===== src/rtl/mips_pkg.sv =====
// Shared MIPS datapath definitions: ALU control codes and the mul/div sequencer state type.
package mips_pkg;

  localparam logic [3:0] ALU_AND  = 4'b0000;
  localparam logic [3:0] ALU_OR   = 4'b0001;
  localparam logic [3:0] ALU_ADD  = 4'b0010;
  localparam logic [3:0] ALU_MULT = 4'b0011;
  localparam logic [3:0] ALU_DIV  = 4'b0100;
  localparam logic [3:0] ALU_SUB  = 4'b0110;
  localparam logic [3:0] ALU_SLT  = 4'b0111;

  typedef enum logic [1:0] {
    IDLE = 2'd0,
    CALC = 2'd1,
    FIX  = 2'd2,
    DONE = 2'd3
  } md_state_e;

  function automatic logic is_muldiv(input logic [3:0] ctl);
    return (ctl == ALU_MULT) || (ctl == ALU_DIV);
  endfunction

endpackage


===== src/rtl/muldiv_step.sv =====
// One iteration of the unsigned radix-2 shift-add multiply or restoring divide.
module muldiv_step #(
  parameter int unsigned WIDTH = 32
) (
  input  logic             op_div_i,
  input  logic [WIDTH-1:0] acc_i,
  input  logic [WIDTH-1:0] lo_i,
  input  logic [WIDTH-1:0] opnd_i,
  output logic [WIDTH-1:0] acc_o,
  output logic [WIDTH-1:0] lo_o
);

  logic [WIDTH:0] sum;
  logic [WIDTH:0] shifted;
  logic [WIDTH:0] trial;

  always_comb begin
    sum     = {1'b0, acc_i} + (lo_i[0] ? {1'b0, opnd_i} : '0);
    shifted = {acc_i, lo_i[WIDTH-1]};
    // Top bit of the widened difference is the borrow: set means the trial went negative.
    trial   = shifted - {1'b0, opnd_i};
    acc_o   = '0;
    lo_o    = '0;
    if (op_div_i) begin
      if (!trial[WIDTH]) begin
        acc_o = trial[WIDTH-1:0];
        lo_o  = {lo_i[WIDTH-2:0], 1'b1};
      end else begin
        acc_o = shifted[WIDTH-1:0];
        lo_o  = {lo_i[WIDTH-2:0], 1'b0};
      end
    end else begin
      acc_o = sum[WIDTH:1];
      lo_o  = {sum[0], lo_i[WIDTH-1:1]};
    end
  end

endmodule


===== src/rtl/muldiv_sequencer.sv =====
// Multi-cycle signed mult/div controller: magnitude iteration, sign fix-up, HI/LO commit.
module muldiv_sequencer
  import mips_pkg::*;
#(
  parameter int unsigned WIDTH = 32,
  parameter int unsigned CNT_W = 6
) (
  input  logic             clk,
  input  logic             rst,
  input  logic             start,
  input  logic [3:0]       control,
  input  logic [WIDTH-1:0] a,
  input  logic [WIDTH-1:0] b,
  input  logic             flush,
  output logic             busy,
  output logic             stall,
  output logic             done,
  output logic             div_zero,
  output logic [WIDTH-1:0] hi,
  output logic [WIDTH-1:0] lo
);

  md_state_e          state_q;
  logic [CNT_W-1:0]   cnt_q;
  logic [WIDTH-1:0]   acc_q, work_q, opnd_q, hi_q, lo_q;
  logic               sign_a_q, sign_b_q, div_q, dz_q;
  logic               busy_q, done_q, div_zero_q;
  logic [WIDTH-1:0]   acc_d, work_d, fix_hi_d, fix_lo_d;
  logic [WIDTH-1:0]   abs_a, abs_b;
  logic [2*WIDTH-1:0] prod;
  logic               valid_op, is_div;

  assign valid_op = is_muldiv(control);
  assign is_div   = (control == ALU_DIV);
  assign abs_a    = a[WIDTH-1] ? -a : a;
  assign abs_b    = b[WIDTH-1] ? -b : b;

  assign busy     = busy_q;
  assign done     = done_q;
  assign div_zero = div_zero_q;
  assign hi       = hi_q;
  assign lo       = lo_q;
  assign stall    = busy_q | (start & valid_op & (state_q == IDLE));

  muldiv_step #(.WIDTH(WIDTH)) u_step (
    .op_div_i (div_q),
    .acc_i    (acc_q),
    .lo_i     (work_q),
    .opnd_i   (opnd_q),
    .acc_o    (acc_d),
    .lo_o     (work_d)
  );

  // work_q holds the dividend magnitude untouched on divide-by-zero, so it rebuilds the original a.
  always_comb begin
    prod     = {acc_q, work_q};
    fix_hi_d = '0;
    fix_lo_d = '0;
    if (dz_q) begin
      fix_hi_d = sign_a_q ? -work_q : work_q;
      fix_lo_d = '1;
    end else if (div_q) begin
      fix_lo_d = (sign_a_q ^ sign_b_q) ? -work_q : work_q;
      fix_hi_d = sign_a_q ? -acc_q : acc_q;
    end else begin
      if (sign_a_q ^ sign_b_q) prod = -prod;
      {fix_hi_d, fix_lo_d} = prod;
    end
  end

  always_ff @(posedge clk or posedge rst) begin
    if (rst) begin
      state_q    <= IDLE;
      cnt_q      <= '0;
      acc_q      <= '0;
      work_q     <= '0;
      opnd_q     <= '0;
      hi_q       <= '0;
      lo_q       <= '0;
      sign_a_q   <= 1'b0;
      sign_b_q   <= 1'b0;
      div_q      <= 1'b0;
      dz_q       <= 1'b0;
      busy_q     <= 1'b0;
      done_q     <= 1'b0;
      div_zero_q <= 1'b0;
    end else begin
      done_q     <= 1'b0;
      div_zero_q <= 1'b0;
      case (state_q)
        IDLE: begin
          if (start && valid_op && !flush) begin
            div_q    <= is_div;
            sign_a_q <= a[WIDTH-1];
            sign_b_q <= b[WIDTH-1];
            acc_q    <= '0;
            cnt_q    <= '0;
            busy_q   <= 1'b1;
            work_q   <= is_div ? abs_a : abs_b;
            opnd_q   <= is_div ? abs_b : abs_a;
            dz_q     <= is_div && (b == '0);
            state_q  <= (is_div && (b == '0)) ? FIX : CALC;
          end
        end
        CALC: begin
          if (flush) begin
            state_q <= IDLE;
            busy_q  <= 1'b0;
          end else begin
            acc_q  <= acc_d;
            work_q <= work_d;
            cnt_q  <= cnt_q + CNT_W'(1);
            if (cnt_q == CNT_W'(WIDTH - 1)) state_q <= FIX;
          end
        end
        FIX: begin
          if (flush) begin
            state_q <= IDLE;
            busy_q  <= 1'b0;
          end else begin
            hi_q       <= fix_hi_d;
            lo_q       <= fix_lo_d;
            done_q     <= 1'b1;
            div_zero_q <= dz_q;
            state_q    <= DONE;
          end
        end
        DONE: begin
          state_q <= IDLE;
          busy_q  <= 1'b0;
        end
        default: begin
          state_q <= IDLE;
          busy_q  <= 1'b0;
        end
      endcase
    end
  end

endmodule


===== config.mk =====
export PLATFORM = sky130hd
export DESIGN_NAME = muldiv_sequencer
export DESIGN_NICKNAME = d
export VERILOG_FILES = /design/src/rtl/mips_pkg.sv /design/src/rtl/muldiv_step.sv /design/src/rtl/muldiv_sequencer.sv
export SDC_FILE = /design/constraint.sdc
export NUM_CORES = 1
export LEC_CHECK = 0
export CAP_MARGIN = 20
export CORE_MARGIN = 2
export CORE_UTILIZATION = 44
export DETAILED_ROUTE_END_ITERATION = 8
export GPL_TIMING_DRIVEN = 0
export SYNTH_ARGS = -nofsm -noshare
export SYNTH_HDL_FRONTEND = slang
export SYNTH_SLANG_ARGS = --single-unit

===== constraint.sdc =====
create_clock -name clk -period 8.6 [get_ports clk]
set_clock_uncertainty 0.1 [all_clocks]
set_input_delay 1.29 -clock clk [delete_from_list [all_inputs] [get_ports clk]]
set_output_delay 1.29 -clock clk [all_outputs]
set_load 0.005 [all_outputs]

==> key figures, run 1 <==
CTS
  – Clk buf depth: 2
  – CTS tree: done
  – Root Buffer: clkbuf_16
  – Worst-skew pair later-pin latency: 0.46 ns
  – Post-CTS setup buffers: 0
  – Cts repair resizes: 0
  – Cts hold-fix bufs: 0
  – Reg clk slew, reported paths: 0.08 ns
  – Clock sink total: 175
  – CTS Buf Count: 17
  – Htree depth: 4

Placement
  – Port-buffer cells: 139
  – Routability cong.: 0.992
  – Detail Placement HPWL: 47800 microns

Routing
  – Iteration-0 DRC Markers: 1427
  – Via/cell ratio: 6.03
  – Pre-antenna DRT Iters: 6
  – DRC errors left: 0
  – Final WL: 60100 microns
  – Vias: 15700
  – Wire per inst: 23.0 microns
  – Detail Route Antenna Nets: 0

STA
  – Rel. slew slack: 0.262
  – Period utilization: 0.589
  – Final Max Tran Viols: 0
  – Slew at the pin with the worst max-slew slack: 1.08 ns
  – RSZ-0062 raised after global routing: no
  – Hold WS: 0.372 ns
  – Fin Setup TNS: 0 ns
  – Final hold violations: 0
  – Minimum clock period: 5.06 ns
  – Final Setup Violations: 0
  – Fmax: 197 MHz

Finish
  – Fillers: 3437
  – FF/Latch Area: 0.00438 sq mm
  – Post-layout util: 0.522
  – Area grow syn2layout: 16.9%
  – Commonest non-fill, non-tap cell in the layout: nand2_1
  – Ratio of cells with drive above 1 in the final layout: 0.0413
  – Layout net count: 2290
  – Multi-input logic area: 0.0103 sq mm
  – Number of diodes: 0
  – Commonest cells after routing, fill and taps aside: nand2_1 (243), o21ai_0 (192), nor2_1 (190), a21oi_1 (182), dfrtp_1 (175)

Die
  – Die Wd: 191 microns
  – Starting Density: 0.446
  – Die area: 0.0365 sq mm
  – # IOs: 140
  – Row count: 68
  – Placeable core region: 0.0345 sq mm
  – Height of the die: 191 microns

Critical path
  – Worst EP arrival: 5.28 ns
  – CP top delay family: simple AND/OR/NAND/NOR gates
  – Crit path launch: work_q[0]$_DFFE_PP0P_
  – Crit path required time: 8.81 ns
  – Max FO, Critical Path: 10
  – WS Path Type: reg -> reg
  – Critical path buffers and inverters: 3
  – Worst r2r src: work_q[0]$_DFFE_PP0P_
  – CP endpoint kind: register
  – Crit path largest cell delay: 0.73 ns
  – Startpoint types: register
  – CP cell instances: clkbuf_1, inv_1, clkbuf_1, ha_1, or3b_1, nand4b_1, nor4_1, a21oi_1, nor2_1, a21oi_1, xnor2_1, o221ai_1
  – Slowest cell on the critical path: nor4_1

Pwr
  – Pint: 0.00371 W
  – Sw Pwr: 0.00420 W
  – Sequential share of power: 0.194
  – PwrDens: 440 mW/mm^2
  – Peak supply drop: 0.298 mV
  – Sw Ratio: 0.531
  – Clock network power share: 0.103
  – Total leakage power: 7.59 nW
  – Gate power share: 0.702

Min path
  – Hold Path Origin: lo[0]$_DFFE_PP0P_
  – Min-Delay Path Class: reg -> reg

GRT
  – GR Overflow Total: 0
  – First-pass GRT wire length: 91000 microns
  – Largest net degree at the start of global routing: 109
  – Initial antenna violation count: 0
  – GR Util All Layers: 0.332
  – Vias in the first global route: 15000

Yosys
  – Post-Syn Area: 0.0154 sq mm
  – Yosys top cell by area: dfrtp_1
  – Post-synth top area share: 0.285
  – Avg Cell Area, Syn: 7.75 sq um
  – Seq/Total Area, Yosys: 0.285
  – Synth top area cells: dfrtp_1 (28%), o21ai_0 (6.2%), nand2_1 (5.9%)
  – Yosys reg bits: 175
  – Synth Flop Type: dfrtp_1
  – Post-synth EDFFs: 0
  – Syn nets: 2130
  – Asr flop ratio synth: 1.00
  – Yosys cell types: 76
  – Gate Count Post-Synth: 1984
  – Yosys warnings: 0

Run status
  – Status: complete, no violations

Run
  – Max-cap violations: 0
-- area by class of cell --
class                   count  area share
repair buffers            141      0.0793
clock buffers              17      0.0237
plain buffers             132      0.0288
flip-flops and latches    175       0.243
inverters                  60      0.0129
multi-input cells        1617       0.571
clock inverters            15     0.00960
well taps                 455      0.0317
-- synthesized netlist by cell type, types with 13 or more instances --
library cell / instances
o21ai_0: 192
mux2i_1: 38
dfrtp_1: 175
o211ai_1: 19
clkbuf_1: 112
a211oi_1: 36
nor2_1: 190
and3_1: 15
nand2b_1: 29
xor2_1: 104
a31oi_1: 15
nand2_1: 243
or3_1: 30
a21oi_1: 182
o41ai_1: 14
a21o_1: 29
xnor2_1: 94
mux2_2: 27
a22oi_1: 13
o221ai_1: 14
nor3_1: 42
ha_1: 72
inv_1: 58
o31ai_1: 44
nand3_1: 21
-- final timing paths --
kind                                    endpoint  slack (ns)  cells after the start
max reg2reg                   hi[18]$_DFFE_PP0P_        3.54                     12
min in group asynchronous      lo[9]$_DFFE_PP0P_        1.17                      2
max in group asynchronous  acc_q[15]$_DFFE_PP0P_        6.30                      3
min reg2reg                    lo[0]$_DFFE_PP0P_        0.37                      2
min                            lo[0]$_DFFE_PP0P_        0.37                      2
max                           hi[18]$_DFFE_PP0P_        3.54                     12
-- flip-flops by register name, summed over array words and instances, names as in the netlist --
name	cells
state_q	2
lo	32
busy	1
hi	32
cnt_q	6
div_q	1
div_zero	1
done	1
acc_q	32
opnd_q	32
sign_a_q	1
work_q	32
dz_q	1
sign_b_q	1
-- worst register-to-register path, stage by stage (launching register included) --
cell and delay (ns):
dfrtp_1 0.36, clkbuf_1 0.31, inv_1 0.24, clkbuf_1 0.60, ha_1 0.36, or3b_1 0.47
nand4b_1 0.45, nor4_1 0.73, a21oi_1 0.43, nor2_1 0.31, a21oi_1 0.12, xnor2_1 0.29
o221ai_1 0.15
-- power groups by stage --
stage	Combinational [W]	Clock, W	Sequential [W]
final	0.00556	0.000817	0.00154
after global routing	0.00604	0.000858	0.00158
after CTS	0.00547	0.000823	0.00153
after detailed placement	0.00544	0	0.00154
after global placement	0.00543	0	0.00154
after floorplan	0.00370	0	0.00142
-- kinds of logic after synthesis --
kind of cell               Yosys count  share of synthesized area
buffers and inverters              192                     0.0483
adders and majority gates           74                     0.0612
xor gates and xnor gates           198                      0.113
and+or+nand+nor                    649                      0.194
DFF                                175                      0.285
muxes                               65                     0.0445
AOI/OAI and AO/OA                  631                      0.254
-- through the flow --
| step | cell area, sq um | std cells | setup WS, ns | power (W) |
|---|---|---|---|---|
| after CTS | 18000 | 2611 | 3.59 | 0.00782 |
| after global routing | 18000 | 2612 | 3.26 | 0.00847 |
| after global placement | 17300 | 2578 | -0.118 | 0.00696 |
| after detailed placement | 17400 | 2579 | 3.47 | 0.00698 |
| after floorplan | 15400 | 1984 | 2.46 | 0.00512 |
| final | 18000 | 2612 | 3.54 | 0.00791 |
-- routing by layer --
metal  part of all wire  vias to the layer above  global-route usage  wire length [microns]
met1               0.45                     7571               0.461                  27200
met2               0.45                      647               0.526                  26800
met5                  0                        -                   0                      0
met3              0.067                       94              0.0459                   4010
met4              0.036                        0               0.121                   2150
li1                   -                     7437                   -                      -
Power figures use the tool's default switching activity.
==> run 2, diff against run 1 <==
--- a/config.mk
+++ b/config.mk
@@ -10,6 +10,7 @@
 export CORE_UTILIZATION = 44
 export DETAILED_ROUTE_END_ITERATION = 8
 export GPL_TIMING_DRIVEN = 0
+export PLACE_DENSITY = 0.66
 export SYNTH_ARGS = -nofsm -noshare
 export SYNTH_HDL_FRONTEND = slang
 export SYNTH_SLANG_ARGS = --single-unit
==> constraint.sdc (replaced) <==
create_clock -name clk -period 4.5 [get_ports clk]
set_clock_uncertainty 0.1 [all_clocks]
set_input_delay 0.675 -clock clk [delete_from_list [all_inputs] [get_ports clk]]
set_output_delay 0.675 -clock clk [all_outputs]
set_load 0.005 [all_outputs]
==> run 2 against run 1 <==
First-iteration DRC count rose by 6.1%. Worst setup slack worse by 3.4 ns. Cell count is 0.34% higher. Design area up 0.88%. Critical endpoint is now hi[20]$_DFFE_PP0P_.
==> key figures, run 2 (synthesized netlist as in run 1, its figures left out) <==
Run status
  – Status: complete, no violations

Die
  – Die Wd: 191 microns (unchanged)
  – Row count: 68 (unchanged)
  – Height of the die: 191 microns (unchanged)
  – Die area: 0.0365 sq mm (unchanged)
  – # IOs: 140 (unchanged)
  – Starting Density: 0.446 (unchanged)
  – Placeable core region: 0.0345 sq mm (unchanged)

Routing
  – Via/cell ratio: 6.13 (+1.6%)
  – Iteration-0 DRC Markers: 1514 (+6.1%)
  – Detail Route Antenna Nets: 0 (unchanged)
  – Pre-antenna DRT Iters: 6 (unchanged)
  – Wire per inst: 22.5 microns (-2.3%)
  – Final WL: 58900 microns (-1.9%)
  – DRC errors left: 0 (unchanged)
  – Vias: 16100 (+1.9%)

Finish
  – Fillers: 3386 (-1.5%)
  – Area grow syn2layout: 17.9%
  – Layout net count: 2298 (+0.35%)
  – Ratio of cells with drive above 1 in the final layout: 0.0494 (+0.00816)
  – Commonest cells after routing, fill and taps aside: nand2_1 (243), o21ai_0 (192), nor2_1 (189), a21oi_1 (182), dfrtp_1 (175)
  – Commonest non-fill, non-tap cell in the layout: nand2_1
  – Post-route cell area: 0.0181 sq mm (+0.88%)

Placement
  – Placed instance area: 0.0174 sq mm (+0.32%)
  – Port-buffer cells: 139 (unchanged)
  – Detail Placement HPWL: 46800 microns (-2.0%)
  – Routability cong.: 0.955 (-3.7%)

STA
  – Rel. slew slack: 0.310 (+0.0482)
  – Fmax: 232 MHz (+17%)
  – RSZ-0062 raised after global routing: no
  – Final Max Tran Viols: 0 (unchanged)
  – Minimum clock period: 4.32 ns (-0.749 ns)
  – Final hold violations: 0 (unchanged)
  – Hold WS: 0.378 ns (+0.00596 ns)
  – Period utilization: 0.959 (+0.370)
  – Final Setup Violations: 0 (unchanged)
  – Slew at the pin with the worst max-slew slack: 1.03 ns (-0.0495 ns)

CTS
  – CTS Buf Count: 17 (unchanged)
  – CTS tree: done
  – Reg clk slew, reported paths: 0.08 ns (about the same)
  – Worst-skew pair later-pin latency: 0.47 ns (about the same)
  – Clock sink total: 175 (unchanged)
  – Htree depth: 4 (unchanged)
  – Root Buffer: clkbuf_16
  – Clk buf depth: 2 (unchanged)

Pwr
  – Tot Pwr: 0.0153 W (+93%)
  – PwrDens: 843 mW/mm^2 (+91%)
  – Total leakage power: 7.68 nW (+1.2%)
  – Peak supply drop: 0.404 mV (+36%)

Run
  – Max-cap violations: 0 (unchanged)

GRT
  – GR Overflow Total: 0 (unchanged)
  – Vias in the first global route: 15400 (+2.7%)
  – First-pass GRT wire length: 90500 microns (-0.61%)
  – GR Util All Layers: 0.326 (-0.00636)
  – Largest net degree at the start of global routing: 42 (-61%)
  – Initial antenna violation count: 0 (unchanged)

Critical path
  – Worst EP arrival: 4.55 ns (-0.73 ns)
  – Worst r2r path cells: 13 (+1)
  – Crit path required time: 4.74 ns (-4.07 ns)
  – Startpoint types: register
  – CP endpoint kind: register
  – Max FO, Critical Path: 10 (unchanged)
  – WS Path Type: reg -> reg

Min path
  – Worst hold stages: 2 (unchanged)
  – Min-Delay Path Class: reg -> reg
-- run 2: area by class of cell --
class                      instances  area (sq um)  share of cell area
multi-input combinational       1617         10300               0.568
sequential                       175          4380               0.241
timing repair buffer             149          1520              0.0836
tap                              455           569              0.0314
buffer                           132           528              0.0291
clock buffer                      17           425              0.0234
inverter                          60           229              0.0126
clock inverter                    15           195              0.0108
antenna                            1          2.50            0.000138
-- run 2: report_power, final --
group	total, W	switching, W	internal (W)
Clock	0.00161	0.000802	0.000806
Sequential	0.00295	0.000725	0.00223
Combinational	0.0107	0.00660	0.00413
Total	0.0153	0.00812	0.00716
-- run 2: worst max-delay path, cell delays in order, from the launching register on --
cell      delay (ns)
dfrtp_1         0.36
clkbuf_2        0.25
inv_1           0.20
clkbuf_2        0.34
ha_1            0.28
or3b_1          0.46
nand4b_1        0.31
buf_4           0.23
nor4_4          0.38
a21oi_1         0.34
nor2_1          0.32
a21oi_1         0.12
xnor2_1         0.33
o221ai_1        0.15
-- run 2: metal layers --
| layer | share of wire | up-vias | routed length, microns | GRT usage |
|---|---|---|---|---|
| met4 | 0.041 | 0 | 2440 | 0.129 |
| li1 | - | 7457 | - | - |
| met1 | 0.44 | 7723 | 25800 | 0.443 |
| met5 | 0 | - | 0 | 0 |
| met2 | 0.44 | 752 | 25900 | 0.513 |
| met3 | 0.080 | 124 | 4720 | 0.0565 |
-- run 2: final timing paths --
check | slack (ns) | start | end
max | 0.18 | work_q[0]$_DFFE_PP0P_ | hi[20]$_DFFE_PP0P_
min | 0.38 | hi[5]$_DFFE_PP0P_ | hi[5]$_DFFE_PP0P_
max reg2reg | 0.18 | work_q[0]$_DFFE_PP0P_ | hi[20]$_DFFE_PP0P_
min reg2reg | 0.38 | hi[5]$_DFFE_PP0P_ | hi[5]$_DFFE_PP0P_
max in group asynchronous | 2.87 | rst | opnd_q[3]$_DFFE_PP0P_
min in group asynchronous | 0.53 | rst | lo[5]$_DFFE_PP0P_
-- run 2: timing repair --
action                                  4_1_cts  5_1_grt
gates resized for setup                       7        8
endpoints found under the setup margin       36       34
buffers inserted                              1        4
hold buffers                                  0        0
pin swaps                                     2        1
-- run 2: through the flow --
step	setup slack [ns]	setup TNS (ns)	std cells	util
after global placement	-0.564	-17.30	2578	0.503
after CTS	0.0291	0	2616	0.525
after global routing	0.0110	0	2620	0.526
after detailed placement	-0.569	-7.93	2583	0.506
after floorplan	0.916	0	1984	-
final	0.184	0	2621	0.527
==> run 3, diff against run 2 <==
--- a/config.mk
+++ b/config.mk
@@ -10,7 +10,6 @@
 export CORE_UTILIZATION = 44
 export DETAILED_ROUTE_END_ITERATION = 8
 export GPL_TIMING_DRIVEN = 0
-export PLACE_DENSITY = 0.66
 export SYNTH_ARGS = -nofsm -noshare
 export SYNTH_HDL_FRONTEND = slang
 export SYNTH_SLANG_ARGS = --single-unit
==> constraint.sdc (replaced) <==
create_clock -name clk -period 4.3 [get_ports clk]
set_clock_uncertainty 0.1 [all_clocks]
set_input_delay 0.645 -clock clk [delete_from_list [all_inputs] [get_ports clk]]
set_output_delay 0.645 -clock clk [all_outputs]
set_load 0.005 [all_outputs]
==> run 3 against run 2 <==
Worst setup slack got worse by 0.036 ns. Critical path depth did not move. Global-route usage grew 1.2 points. Clock power is essentially flat. Sequential share of layout area hardly changed. Utilization grew 0.12 points. Via count decreased by 1.0%. Highest routed layer unchanged.
==> key figures, run 3 (synthesized netlist as in run 1, its figures left out) <==
Critical path
  – R2R setup slack: 0.15 ns (-0.04 ns)
  – Worst r2r path cells: 13 (unchanged)
  – CP endpoint kind: register
  – Worst EP arrival: 4.40 ns (-0.15 ns)
  – Max FO, Critical Path: 10 (unchanged)
  – Startpoint types: register
  – Crit path required time: 4.55 ns (-0.19 ns)
  – WS Path Type: reg -> reg
  – Reg2reg end: acc_q[10]$_DFFE_PP0P_
  – Worst r2r src: acc_q[0]$_DFFE_PP0P_

Die
  – Die area: 0.0365 sq mm (unchanged)
  – Placeable core region: 0.0345 sq mm (unchanged)
  – Starting Density: 0.446 (unchanged)
  – # IOs: 140 (unchanged)
  – Row count: 68 (unchanged)
  – Die Wd: 191 microns (unchanged)
  – Height of the die: 191 microns (unchanged)

Placement
  – Detail Placement HPWL: 48300 microns (+3.3%)
  – Port-buffer cells: 139 (unchanged)
  – Inst Count DP: 2583 (unchanged)
  – Routability cong.: 0.978 (+2.4%)
  – Pre-CTS setup slack: -0.776 ns (-0.206 ns)

GRT
  – GR Util All Layers: 0.338 (+0.0124)
  – First-pass GRT wire length: 92500 microns (+2.3%)
  – GR Overflow Total: 0 (unchanged)
  – Initial antenna violation count: 0 (unchanged)
  – Largest net degree at the start of global routing: 42 (unchanged)
  – Vias in the first global route: 15100 (-1.7%)

Routing
  – Wire per inst: 23.3 microns (+3.8%)
  – Via/cell ratio: 6.07 (-0.93%)
  – Final WL: 61100 microns (+3.7%)
  – Iteration-0 DRC Markers: 1498 (-1.1%)
  – Vias: 15900 (-1.0%)
  – Detail Route Antenna Nets: 0 (unchanged)
  – Pre-antenna DRT Iters: 6 (unchanged)
  – DRC errors left: 0 (unchanged)

CTS
  – Htree depth: 4 (unchanged)
  – Worst-skew pair later-pin latency: 0.47 ns (about the same)
  – Clk buf depth: 2 (unchanged)
  – Root Buffer: clkbuf_16
  – CTS Buf Count: 17 (unchanged)
  – CTS tree: done
  – Reg clk slew, reported paths: 0.08 ns (about the same)
  – Clock sink total: 175 (unchanged)

STA
  – Hold WS: 0.355 ns (-0.0228 ns)
  – Rel. slew slack: 0.224 (-0.0862)
  – Period utilization: 0.966 (+0.00645)
  – Final Max Tran Viols: 0 (unchanged)
  – Final Setup Violations: 0 (unchanged)
  – Setup WS post-layout: 0.148 ns (-0.0359 ns)
  – Minimum clock period: 4.15 ns (-0.164 ns)
  – Slew at the pin with the worst max-slew slack: 1.16 ns (+0.128 ns)
  – RSZ-0062 raised after global routing: no
  – Fmax: 241 MHz (+4.0%)
  – Final hold violations: 0 (unchanged)

Pwr
  – PwrDens: 876 mW/mm^2 (+4.0%)
  – Total leakage power: 7.67 nW (-0.14%)
  – Sw Pwr: 0.00847 W (+4.3%)
  – Peak supply drop: 0.473 mV (+17%)
  – Gate power share: 0.703 (about the same)
  – Sequential share of power: 0.196 (+0.003)
  – Sw Ratio: 0.532 (about the same)
  – Clock network power share: 0.102 (-0.003)
  – Pint: 0.00746 W (+4.1%)

Finish
  – Commonest cells after routing, fill and taps aside: nand2_1 (242), o21ai_0 (191), nor2_1 (189), a21oi_1 (181), dfrtp_1 (172)
  – Ratio of cells with drive above 1 in the final layout: 0.0527 (+0.00328)
  – Fin cells: 2618 (-0.11%)
  – Area grow syn2layout: 18.2%
  – Commonest non-fill, non-tap cell in the layout: nand2_1
  – Layout net count: 2296 (-0.087%)
  – Number of diodes: 0 (-1)

Min path
  – Min-Delay Path Class: in -> async

Run status
  – Status: complete, no violations

Run
  – Max-cap violations: 0 (unchanged)
run 3: cell count changes in the layout (fill, tap and decap cells not counted), sizes merged:
cell,before,now
clkbuf,129,128
buf,30,29
clkinvlp,3,2
diode,1,0
clkinv,6,8
bufinv,1,0
run 3: cell type report:
class | count | area [sq um]
well taps | 455 | 569
plain buffers | 131 | 527
inverters | 60 | 229
fillers | 3469 | 16300
clock buffers | 17 | 425
flip-flops and latches | 175 | 4380
clock inverters | 15 | 171
repair buffers | 148 | 1520
multi-input cells | 1617 | 10400
run 3: worst max-delay path, stage by stage (launching register included):
cell      delay, ns
dfrtp_1        0.56
inv_1          0.17
fa_1           0.45
nand2b_1       0.20
a21oi_1        0.26
o31a_1         0.28
a32o_1         0.35
o211ai_1       0.13
buf_4          0.17
mux2i_4        0.27
nor2_4         0.27
buf_4          0.32
o311ai_0       0.22
a32o_1         0.27
run 3: routing by layer:
metal / share of wire / wire length [microns] / GRT usage / vias up
li1: - / - / - / 7441
met1: 0.45 / 27700 / 0.466 / 7695
met2: 0.45 / 27300 / 0.533 / 654
met3: 0.059 / 3590 / 0.0459 / 99
met4: 0.040 / 2430 / 0.137 / 0
met5: 0 / 0 / 0 / -
run 3: stage by stage:
stage / TNS (ns) / power, W / instance area, sq um / utilization
floorplan: 0 / 0.0102 / 15400 / -
global placement: -65.47 / 0.0138 / 17300 / 0.503
detailed placement: -19.84 / 0.0139 / 17400 / 0.506
CTS: 0 / 0.0156 / 18100 / 0.526
global route: 0 / 0.0171 / 18200 / 0.528
finish: 0 / 0.0159 / 18200 / 0.528
run 3: how the worst max path moves through the flow:
stage / slack (ns) / end / cells after the start / from
after floorplan: 0.72 / hi[30]$_DFFE_PP0P_ / 12 / work_q[0]$_DFFE_PP0P_
after global placement: -0.78 / hi[8]$_DFFE_PP0P_ / 12 / work_q[0]$_DFFE_PP0P_
after detailed placement: -0.78 / hi[8]$_DFFE_PP0P_ / 12 / work_q[0]$_DFFE_PP0P_
after CTS: 0.1 / acc_q[31]$_DFFE_PP0P_ / 14 / work_q[31]$_DFFE_PP0P_
after global routing: 0.004 / acc_q[19]$_DFFE_PP0P_ / 13 / work_q[0]$_DFFE_PP0P_
final: 0.15 / acc_q[10]$_DFFE_PP0P_ / 13 / acc_q[0]$_DFFE_PP0P_
run 3: repair_timing:
item	in CTS	in global routing
resized for setup	16	13
pin swaps	2	0
hold buffers	0	0
setup endpoints to repair	47	20
buffers inserted	4	0
run 3: power groups by stage:
stage | combinational, W | sequential, W | clock, W
finish | 0.0112 | 0.00312 | 0.00162
global placement | 0.0108 | 0.00308 | 0
CTS | 0.0109 | 0.00308 | 0.00163
global route | 0.0122 | 0.00318 | 0.00169
floorplan | 0.00740 | 0.00284 | 0
detailed placement | 0.0108 | 0.00309 | 0
